===== src/rtl/task_dispatcher.sv =====
// In-order task dispatcher: a small FIFO of 72-bit tasks feeding CLUSTER_NUM
// execution clusters, with per-cluster busy tracking, barriers and error pulses.

module task_dispatcher_lane (
  input  logic clk,
  input  logic rst,
  input  logic i_set,
  input  logic i_done,
  output logic o_busy,
  output logic o_start,
  output logic o_spur
);
  logic r_busy, r_start, r_spur;

  // done clears busy on the same edge; a new start may re-arm it in that edge
  always_ff @(posedge clk or posedge rst) begin
    if (rst) begin
      r_busy  <= 1'b0;
      r_start <= 1'b0;
      r_spur  <= 1'b0;
    end else begin
      r_busy  <= (r_busy & ~i_done) | i_set;
      r_start <= i_set;
      r_spur  <= i_done & ~r_busy & ~r_start;
    end
  end

  assign o_busy  = r_busy;
  assign o_start = r_start;
  assign o_spur  = r_spur;
endmodule

module task_dispatcher #(
  parameter int CLUSTER_NUM    = 7,
  parameter int TASK_BW        = 72,
  parameter int TASK_REDUCE_BW = 68,
  parameter int FIFO_DEPTH     = 8
) (
  input  logic                        clk,
  input  logic                        rst,
  input  logic                        task_valid,
  output logic                        task_ready,
  input  logic [TASK_BW-1:0]          task_in,
  output logic [CLUSTER_NUM-1:0]      exec_start,
  output logic [TASK_REDUCE_BW-1:0]   exec_task,
  input  logic [CLUSTER_NUM-1:0]      exec_op_done,
  output logic [CLUSTER_NUM-1:0]      cluster_busy,
  output logic                        all_idle,
  output logic                        err_bad_id,
  output logic                        err_spur_done,
  output logic [$clog2(FIFO_DEPTH):0] fifo_count
);
  localparam int AW = $clog2(FIFO_DEPTH);
  localparam int CW = AW + 1;
  localparam logic [CW-1:0]          DEPTH_C    = CW'(FIFO_DEPTH);
  localparam logic [3:0]             NUM_ID     = 4'(CLUSTER_NUM);
  localparam logic [3:0]             BARRIER_ID = 4'hF;
  localparam logic [CLUSTER_NUM-1:0] ONE_C      = CLUSTER_NUM'(1);

  logic [TASK_BW-1:0]        r_mem [FIFO_DEPTH];
  logic [AW-1:0]             r_wr_ptr, r_rd_ptr;
  logic [CW-1:0]             r_count;
  logic [TASK_REDUCE_BW-1:0] r_task;
  logic                      r_err_bad, r_all_idle;

  logic                      w_push, w_pop, w_nonempty;
  logic                      w_is_norm, w_is_bar, w_is_bad;
  logic [TASK_BW-1:0]        w_head;
  logic [3:0]                w_id;
  logic [CLUSTER_NUM-1:0]    w_sel, w_busy_post, w_set, w_spur;
  logic [CW-1:0]             w_count_nxt;

  assign task_ready  = ~rst & (r_count < DEPTH_C);
  assign w_push      = task_valid & task_ready;
  assign w_nonempty  = (r_count != '0);
  assign w_head      = r_mem[r_rd_ptr];
  assign w_id        = w_head[TASK_BW-1 -: 4];
  assign w_is_norm   = (w_id < NUM_ID);
  assign w_is_bar    = (w_id == BARRIER_ID);
  assign w_is_bad    = ~w_is_norm & ~w_is_bar;
  assign w_sel       = w_is_norm ? (ONE_C << w_id) : '0;
  // a completion seen this cycle frees the cluster for the head task right away
  assign w_busy_post = cluster_busy & ~exec_op_done;

  always_comb begin
    w_pop = 1'b0;
    if (w_nonempty) begin
      if (w_is_norm)     w_pop = ~|(w_sel & w_busy_post);
      else if (w_is_bar) w_pop = ~|cluster_busy & ~|exec_start;
      else               w_pop = 1'b1;
    end
  end

  assign w_set       = (w_pop & w_is_norm) ? w_sel : '0;
  assign w_count_nxt = r_count + CW'(w_push) - CW'(w_pop);

  always_ff @(posedge clk) begin
    if (w_push) r_mem[r_wr_ptr] <= task_in;
  end

  always_ff @(posedge clk or posedge rst) begin
    if (rst) begin
      r_wr_ptr   <= '0;
      r_rd_ptr   <= '0;
      r_count    <= '0;
      r_task     <= '0;
      r_err_bad  <= 1'b0;
      r_all_idle <= 1'b1;
    end else begin
      if (w_push) r_wr_ptr <= r_wr_ptr + 1'b1;
      if (w_pop)  r_rd_ptr <= r_rd_ptr + 1'b1;
      r_count   <= w_count_nxt;
      if (w_pop && w_is_norm) r_task <= w_head[TASK_REDUCE_BW-1:0];
      r_err_bad <= w_pop & w_is_bad;
      r_all_idle <= (w_count_nxt == '0) && ((w_busy_post | w_set) == '0) && (w_set == '0);
    end
  end

  for (genvar g = 0; g < CLUSTER_NUM; g++) begin : g_lane
    task_dispatcher_lane u_lane (
      .clk     (clk),
      .rst     (rst),
      .i_set   (w_set[g]),
      .i_done  (exec_op_done[g]),
      .o_busy  (cluster_busy[g]),
      .o_start (exec_start[g]),
      .o_spur  (w_spur[g])
    );
  end

  assign exec_task     = r_task;
  assign err_bad_id    = r_err_bad;
  assign err_spur_done = |w_spur;
  assign all_idle      = r_all_idle;
  assign fifo_count    = r_count;
endmodule


===== config.mk =====
export PLATFORM = sky130hd
export DESIGN_NAME = task_dispatcher
export DESIGN_NICKNAME = d
export VERILOG_FILES = /design/src/rtl/task_dispatcher.sv
export SDC_FILE = /design/constraint.sdc
export NUM_CORES = 1
export LEC_CHECK = 0
export BUFFER_PORTS_ARGS = -buffer_cell sky130_fd_sc_hd__buf_2
export CAP_MARGIN = 20
export CELL_PAD_IN_SITES_DETAIL_PLACEMENT = 0
export CELL_PAD_IN_SITES_GLOBAL_PLACEMENT = 1
export CORE_ASPECT_RATIO = 1.2
export CORE_UTILIZATION = 50
export DETAILED_ROUTE_END_ITERATION = 8
export PLACE_DENSITY_LB_ADDON = 0.1
export SLEW_MARGIN = 20
export SYNTH_ARGS = -nofsm -noshare
export SYNTH_HDL_FRONTEND = slang
export SYNTH_SLANG_ARGS = --single-unit

===== constraint.sdc =====
create_clock -name clk -period 16.65 [get_ports clk]
set_input_delay 1.665 -clock clk [delete_from_list [all_inputs] [get_ports clk]]
set_output_delay 1.665 -clock clk [all_outputs]
set_load 0.01 [all_outputs]

-- Yosys cells after proc, flatten, opt, wreduce, memory -nomap -nowiden
Memory sizes are Yosys's and may differ from the RTL's.
Index checks and enable logic that the tools add are counted.
- bits in registers: 101
- bits in latches: 0
- bits in writable memories: 576
- ROM bits: 0
- output and inout bits: 90
- memories kept: 1
- $add $sub $neg: 4
- multipliers: 0
- div/mod/pow operators: 0
- $lt $le $gt $ge: 2
- equal/unequal tests: 1
- shifts and indexed selects: 1
- muxes and demuxes: 7
- bitwise gates (word level): 62
- reduce and logical (&&, ||, !) cells: 14
- memory list (memory ; depth ; bits a word ; rd ports ; clocked after memory_dff ; wr ports ; RTL line ; text):
    r_mem ; 8 ; 72 ; 1 ; 0 ; 1 ; 60 ; logic [TASK_BW-1:0] r_mem [FIFO_DEPTH];
- operators by type and width (kind ; number):
    OR reduction 7 bit ; 4
    AND 1 bit ; 27
    NOT 1 bit ; 24
    AND 7 bit ; 2
    zero test 7 bit ; 2
    2-to-1 mux 7 bit ; 2
    NOT 7 bit ; 1
    bitwise OR 1 bit ; 7
    bitwise OR 7 bit ; 1
    << shifter 1 x 4 -> 7 bit (first input constant) ; 1
    adder 3 x 1 -> 3 bit (second input constant) ; 2
    2-to-1 mux 1 bit ; 5
    adder 4 x 1 -> 4 bit ; 1
    == test 4 bit (second input constant) ; 1
    zero test 4 bit ; 1
    less-than comparator 4 x 3 -> 1 bit (second input constant) ; 1
    less-than comparator 4 bit (second input constant) ; 1
    nonzero test 4 bit ; 1
    subtractor 4 x 1 -> 4 bit ; 1
    logical AND 1 bit ; 3
    zero test 1 bit ; 3

-- Longest topological paths before layout
An unclocked memory read counts as a cell.
- word-level depth: 14
- depth in mapped cells: 18

-- Hierarchy
Synthesis repeated with hierarchy kept, for this count alone.
- cells, all modules: 1140
- area, all modules: 25998.7 um2
- modules (own cells, without submodules) (module ; instances ; cells each ; area an instance (um2)):
    task_dispatcher ; 1 ; 1091 ; 25298.0
    task_dispatcher_lane ; 7 ; 7 ; 100.1

-- Worst setup path before layout
No wires, ideal clock.
- kind: input port to flip-flop
- from: input port rst
- to: memory r_mem[0][0] (enable)
- setup time: 590 ps
- arrival: 7249 ps
- data required time: 16060 ps
- setup slack: 8811 ps
- stages: 5
- path buffers: 1
- cell sequence: nor2_1 > and2_1 > clkbuf_1 > nand2b_1 > nor3_1
- word-level cells in the longest chain between the ends: 5
- RTL lines (item ; RTL line ; text):
    from (decl) ; 40 ; input logic rst,
    NOT 1 bit ; 73 ; assign task_ready = ~rst & (r_count < DEPTH_C);
    AND 1 bit ; 73 ;
    AND 1 bit ; 74 ; assign w_push = task_valid & task_ready;
    2-to-1 mux 1 bit ; 98 ; if (w_push) r_mem[r_wr_ptr] <= task_in;
    2-to-1 mux 1 bit (implied by the code) ; 98 ;
    to (decl) ; 60 ;
Every way passes these cells.

-- Worst setup path in the final report
- from: register r_rd_ptr[0]
- to: register r_all_idle, in the netlist all_idle
- elaborated cells between the ends (all ways): 20
- classes of those cells: add/sub (1); order compare (1); eq/ne (1); shift (1); mux (5); bitwise (3); reduce/logical (7); memory (1)
- RTL lines (item ; RTL line ; text):
    from (decl) ; 61 ; logic [AW-1:0] r_wr_ptr, r_rd_ptr;
    from (signal assigned) ; 111 ; if (w_pop) r_rd_ptr <= r_rd_ptr + 1'b1;
    memory (8 x 72 bit) (*) ; -- ;
    less-than comparator 4 x 3 -> 1 bit or << shifter 1 x 4 -> 7 bit (tied branches) ; 78, 81 ;
    2-to-1 mux 7 bit ; 81 ; assign w_sel = w_is_norm ? (ONE_C << w_id) : '0;
    AND 7 bit ; 88 ; if (w_is_norm) w_pop = ~|(w_sel & w_busy_post);
    OR reduction 7 bit ; 88 ;
    zero test 1 bit ; 88 ;
    2-to-1 mux 1 bit (*) ; 88 ;
    2-to-1 mux 1 bit (*) ; 87 ; if (w_nonempty) begin
    net w_pop ; 66 ; logic w_push, w_pop, w_nonempty;
    subtractor 4 x 1 -> 4 bit (*) ; 95 ; assign w_count_nxt = r_count + CW'(w_push) - CW'(w_pop);
    net w_count_nxt[2] ; 71 ; logic [CW-1:0] w_count_nxt;
    zero test 4 bit (*) ; 115 ; r_all_idle <= (w_count_nxt == '0) && ((w_busy_post | w_set) == '0) && (w_set == '0);
    logical AND 1 bit (*) (2 in a row) ; 115 ;
    to (signal assigned) ; 115 ;
    to (decl) ; 64 ; logic r_err_bad, r_all_idle;
Mark *: on every way through the listed nets, which the timed path passes. The rest lies on a longest branch.
A chain may end at the register's enable or synchronous reset.

==> flow_summary.ini <==
[status]
status = completed

[layout]
nets = 1450
drive_gt1_frac = 0.4048
layout.cells.non_filler = 2055
areaGrowthSynthToFinish_pct = 13.74

[yosys]
netlist_area_sq_um = 25880
synth_flop_cell = edfxtp_1
postSynthAreaPerCell_sq_um = 22.14
ys_seq_elements = 677
ys_warn_count = 0
synth_area_leaders = edfxtp_1 67%, mux4_2 12%, dfrtp_1 9.7%
synthMostInstantiatedCell = edfxtp_1
async_flop_share = 0.1492
synth_nets = 1259
postSynthCellCount = 1169
synth_commonest_cells = 576 x edfxtp_1, 137 x mux4_2, 131 x mux2_2
ys_seq_area_frac = 0.7660
yosysUniqueCellTypes = 54
yosysTopAreaCell = edfxtp_1
synth_top_area_share = 0.6683
synth_edf_count = 576

[timing]
hold_violations = 0
hold_ws_ns = 0.4515
setup_viol = 0
rsz0062_at_grt = false
layout_min_cycle_time_ns = 5.542
tightest_slew_ns = 1.002
finalCritPeriodShare = 0.3329
finClkSkew_ns = 0.01678
tns_ns = 0
fmax_mhz = 180.4
slew_headroom = 0.3304
drv_slew = 0

[drt]
post_drt_wl_per_cell_um = 24.66
drt_iter0_drc = 654
drt_wl_total_mm = 50.68
num_vias = 11708
ant_nets = 0
post_drt_via_cell_ratio = 5.697
first_pass_iters = 5
drc = 0

[global_routing]
grtUsageTotal = 0.2000
grt_pass1_wl_mm = 76.88
overflow = 0
antenna_found_initial = 10
grt_max_degree = 109
grt_pass1_vias = 12570

[power]
switchingPower_w = 0.001510
peakVddDrop_v = 0.0001760
powerDensity_nw_per_um2 = 177.2
clockPowerShare = 0.270
p_leak_nw = 10.09
power_w = 0.005216
power.share.switching = 0.2895
intPower_w = 0.003706
seqPwrFrac = 0.422
power_frac_comb = 0.308

[critical_path]
arrival_ns = 6.03
crit_chain = buf_12 -> mux2i_1 -> mux4_2 -> mux2_1 -> o41ai_2 -> inv_1 -> nand2_1 -> inv_1 -> ha_1 -> inv_1 -> ha_1 -> inv_1 -> fa_1 -> xnor2_1 -> or4_1 -> nor4b_1
end_kind = flip-flop
cp_max_fo = 108
regToRegStartpoint = r_rd_ptr[0]
critical_path_class = reg -> reg
cp_top_family = multiplexers
critPathBufInv = 5
slowest_stage = dfrtp_4
critPathLaunchType = flip-flop
path_common_cell = inv_1
setup.worst_path.start = r_rd_ptr[0]
cpPeakStageDelay_ns = 0.97
required_ns = 17.14

[worst_hold_path]
min_path_type = reg -> reg
holdCritStartpoint = g_lane[4].u_lane.o_start

[die]
initial_core_util = 0.5108
die_x_um = 209.7
die_area_sq_um = 52680
io_pins = 172
fp.dieH_um = 251.2
core_sq_um = 50670
rows = 90

[clocking]
postCtsHoldBufs = 0
path_clk_slew_ns = 0.06
cts_max_level = 3
clk_latency_ns = 0.59
cts_buffers = 67
root_buffer = clkbuf_16
cts_tree = yes
cts_resized = 0
cts_setup_buffers = 0
cts_buffer_depth = 3
cts.sinks = 677

[placed_design]
gp_congestion = 0.7506
dp.cells = 1935
dp_hpwl_mm = 26.21
io_buffers = 171

[run]
max_cap_violations = 0
[cell families (layout without fill, tap and decap cells)]
kind of cell | count (synthesis) | in the layout | share of synthesized area
DFF | 677 | 677 | 0.7660
other | 0 | 3 | 0
AOI/OAI and AO/OA | 23 | 23 | 0.007300
xor gates and xnor gates | 7 | 7 | 0.002369
and+or+nand+nor | 82 | 82 | 0.01726
buffers and inverters | 79 | 318 | 0.01523
muxes | 293 | 293 | 0.1877
adders and majority gates | 8 | 8 | 0.004157
[placed cells by master (no fill, tap or decap), drive strengths merged, types with 2 or more instances in the layout]
| master | Yosys | routed |
|---|---|---|
| nor3b | 7 | 7 |
| nor2 | 19 | 19 |
| mux2i | 14 | 14 |
| nor2b | 4 | 4 |
| mux4 | 137 | 137 |
| nand3 | 2 | 2 |
| clkinv | 1 | 16 |
| dfrtp | 100 | 100 |
| and2 | 5 | 5 |
| xnor2 | 5 | 5 |
| clkbuf | 24 | 96 |
| or2 | 4 | 4 |
| nand2 | 13 | 13 |
| o211ai | 3 | 3 |
| a32oi | 2 | 2 |
| bufinv | 0 | 2 |
| ha | 7 | 7 |
| a22oi | 2 | 2 |
| nand2b | 10 | 10 |
| nor4 | 5 | 5 |
| o21ai | 5 | 5 |
| clkinvlp | 0 | 2 |
| edfxtp | 576 | 576 |
| nor3 | 7 | 7 |
| mux2 | 142 | 142 |
| xor2 | 2 | 2 |
| buf | 42 | 188 |
| diode | 0 | 3 |
| inv | 12 | 14 |
[per-stage QoR]
| step | area (sq um) | utilization | worst slack, ns |
|---|---|---|---|
| after floorplan | 25880 | - | 8.811 |
| after global placement | 27420 | 0.5410 | 11.05 |
| after detailed placement | 27420 | 0.5410 | 10.98 |
| after CTS | 29430 | 0.5808 | 10.96 |
| after global routing | 29430 | 0.5808 | 10.55 |
| final | 29440 | 0.5809 | 11.11 |
[metal layers]
| layer | up-vias | wire, um | global-route usage |
|---|---|---|---|
| met2 | 251 | 25310 | 0.3309 |
| met1 | 6215 | 21930 | 0.2708 |
| met5 | - | 80 | 0 |
| li1 | 5144 | - | - |
| met3 | 86 | 2269 | 0.03498 |
| met4 | 12 | 1081 | 0.06715 |
[worst register-to-register path: cells and delay by family (launching register included)]
family / cells / cell delay (ns)
buffers and inverters: 5 / 1.07
XOR/XNOR: 1 / 0.15
AO/OA/AOI/OAI: 1 / 0.32
multiplexers: 3 / 1.19
flip-flops: 1 / 0.97
AND/OR/NAND/NOR: 3 / 0.92
adder cells (fa/ha/maj): 3 / 0.83
[sequential cells by signal, indices dropped and copies added (netlist names)]
register / count
fifo_count: 4
g_lane.u_lane.o_spur: 7
g_lane.u_lane.o_busy: 7
all_idle: 1
r_wr_ptr: 3
r_mem: 576
g_lane.u_lane.o_start: 7
err_bad_id: 1
r_rd_ptr: 3
exec_task: 68
[final timing paths]
check                      cells past startpoint  slack (ns)                 endpoint
setup reg to reg                              16       11.11                 all_idle
setup / recovery                              16       11.11                 all_idle
max in group asynchronous                      3       14.06              r_rd_ptr[0]
hold / removal                                 1        0.45  g_lane[4].u_lane.o_spur
min in group asynchronous                      2        1.29            fifo_count[3]
hold reg to reg                                1        0.45  g_lane[4].u_lane.o_spur
[power groups by stage]
stage | combinational, W | clock [W] | sequential, W
detailed placement | 0.00164 | 0 | 0.00224
CTS | 0.00165 | 0.00144 | 0.00221
floorplan | 0.00123 | 0 | 0.00221
global placement | 0.00163 | 0 | 0.00223
global route | 0.00175 | 0.00150 | 0.00223
finish | 0.00161 | 0.00141 | 0.00220
[layout make-up]
cell class / count / area (sq um)
clock inverter: 21 / 156.4
timing repair buffer: 188 / 996.0
tap: 644 / 805.8
inverter: 13 / 51.30
sequential: 677 / 19840
clock buffer: 96 / 1858
fill: 3809 / 21240
multi-input combinational: 413 / 5727
antenna: 3 / 7.507
Note: power is estimated with default switching activity, not from simulation.
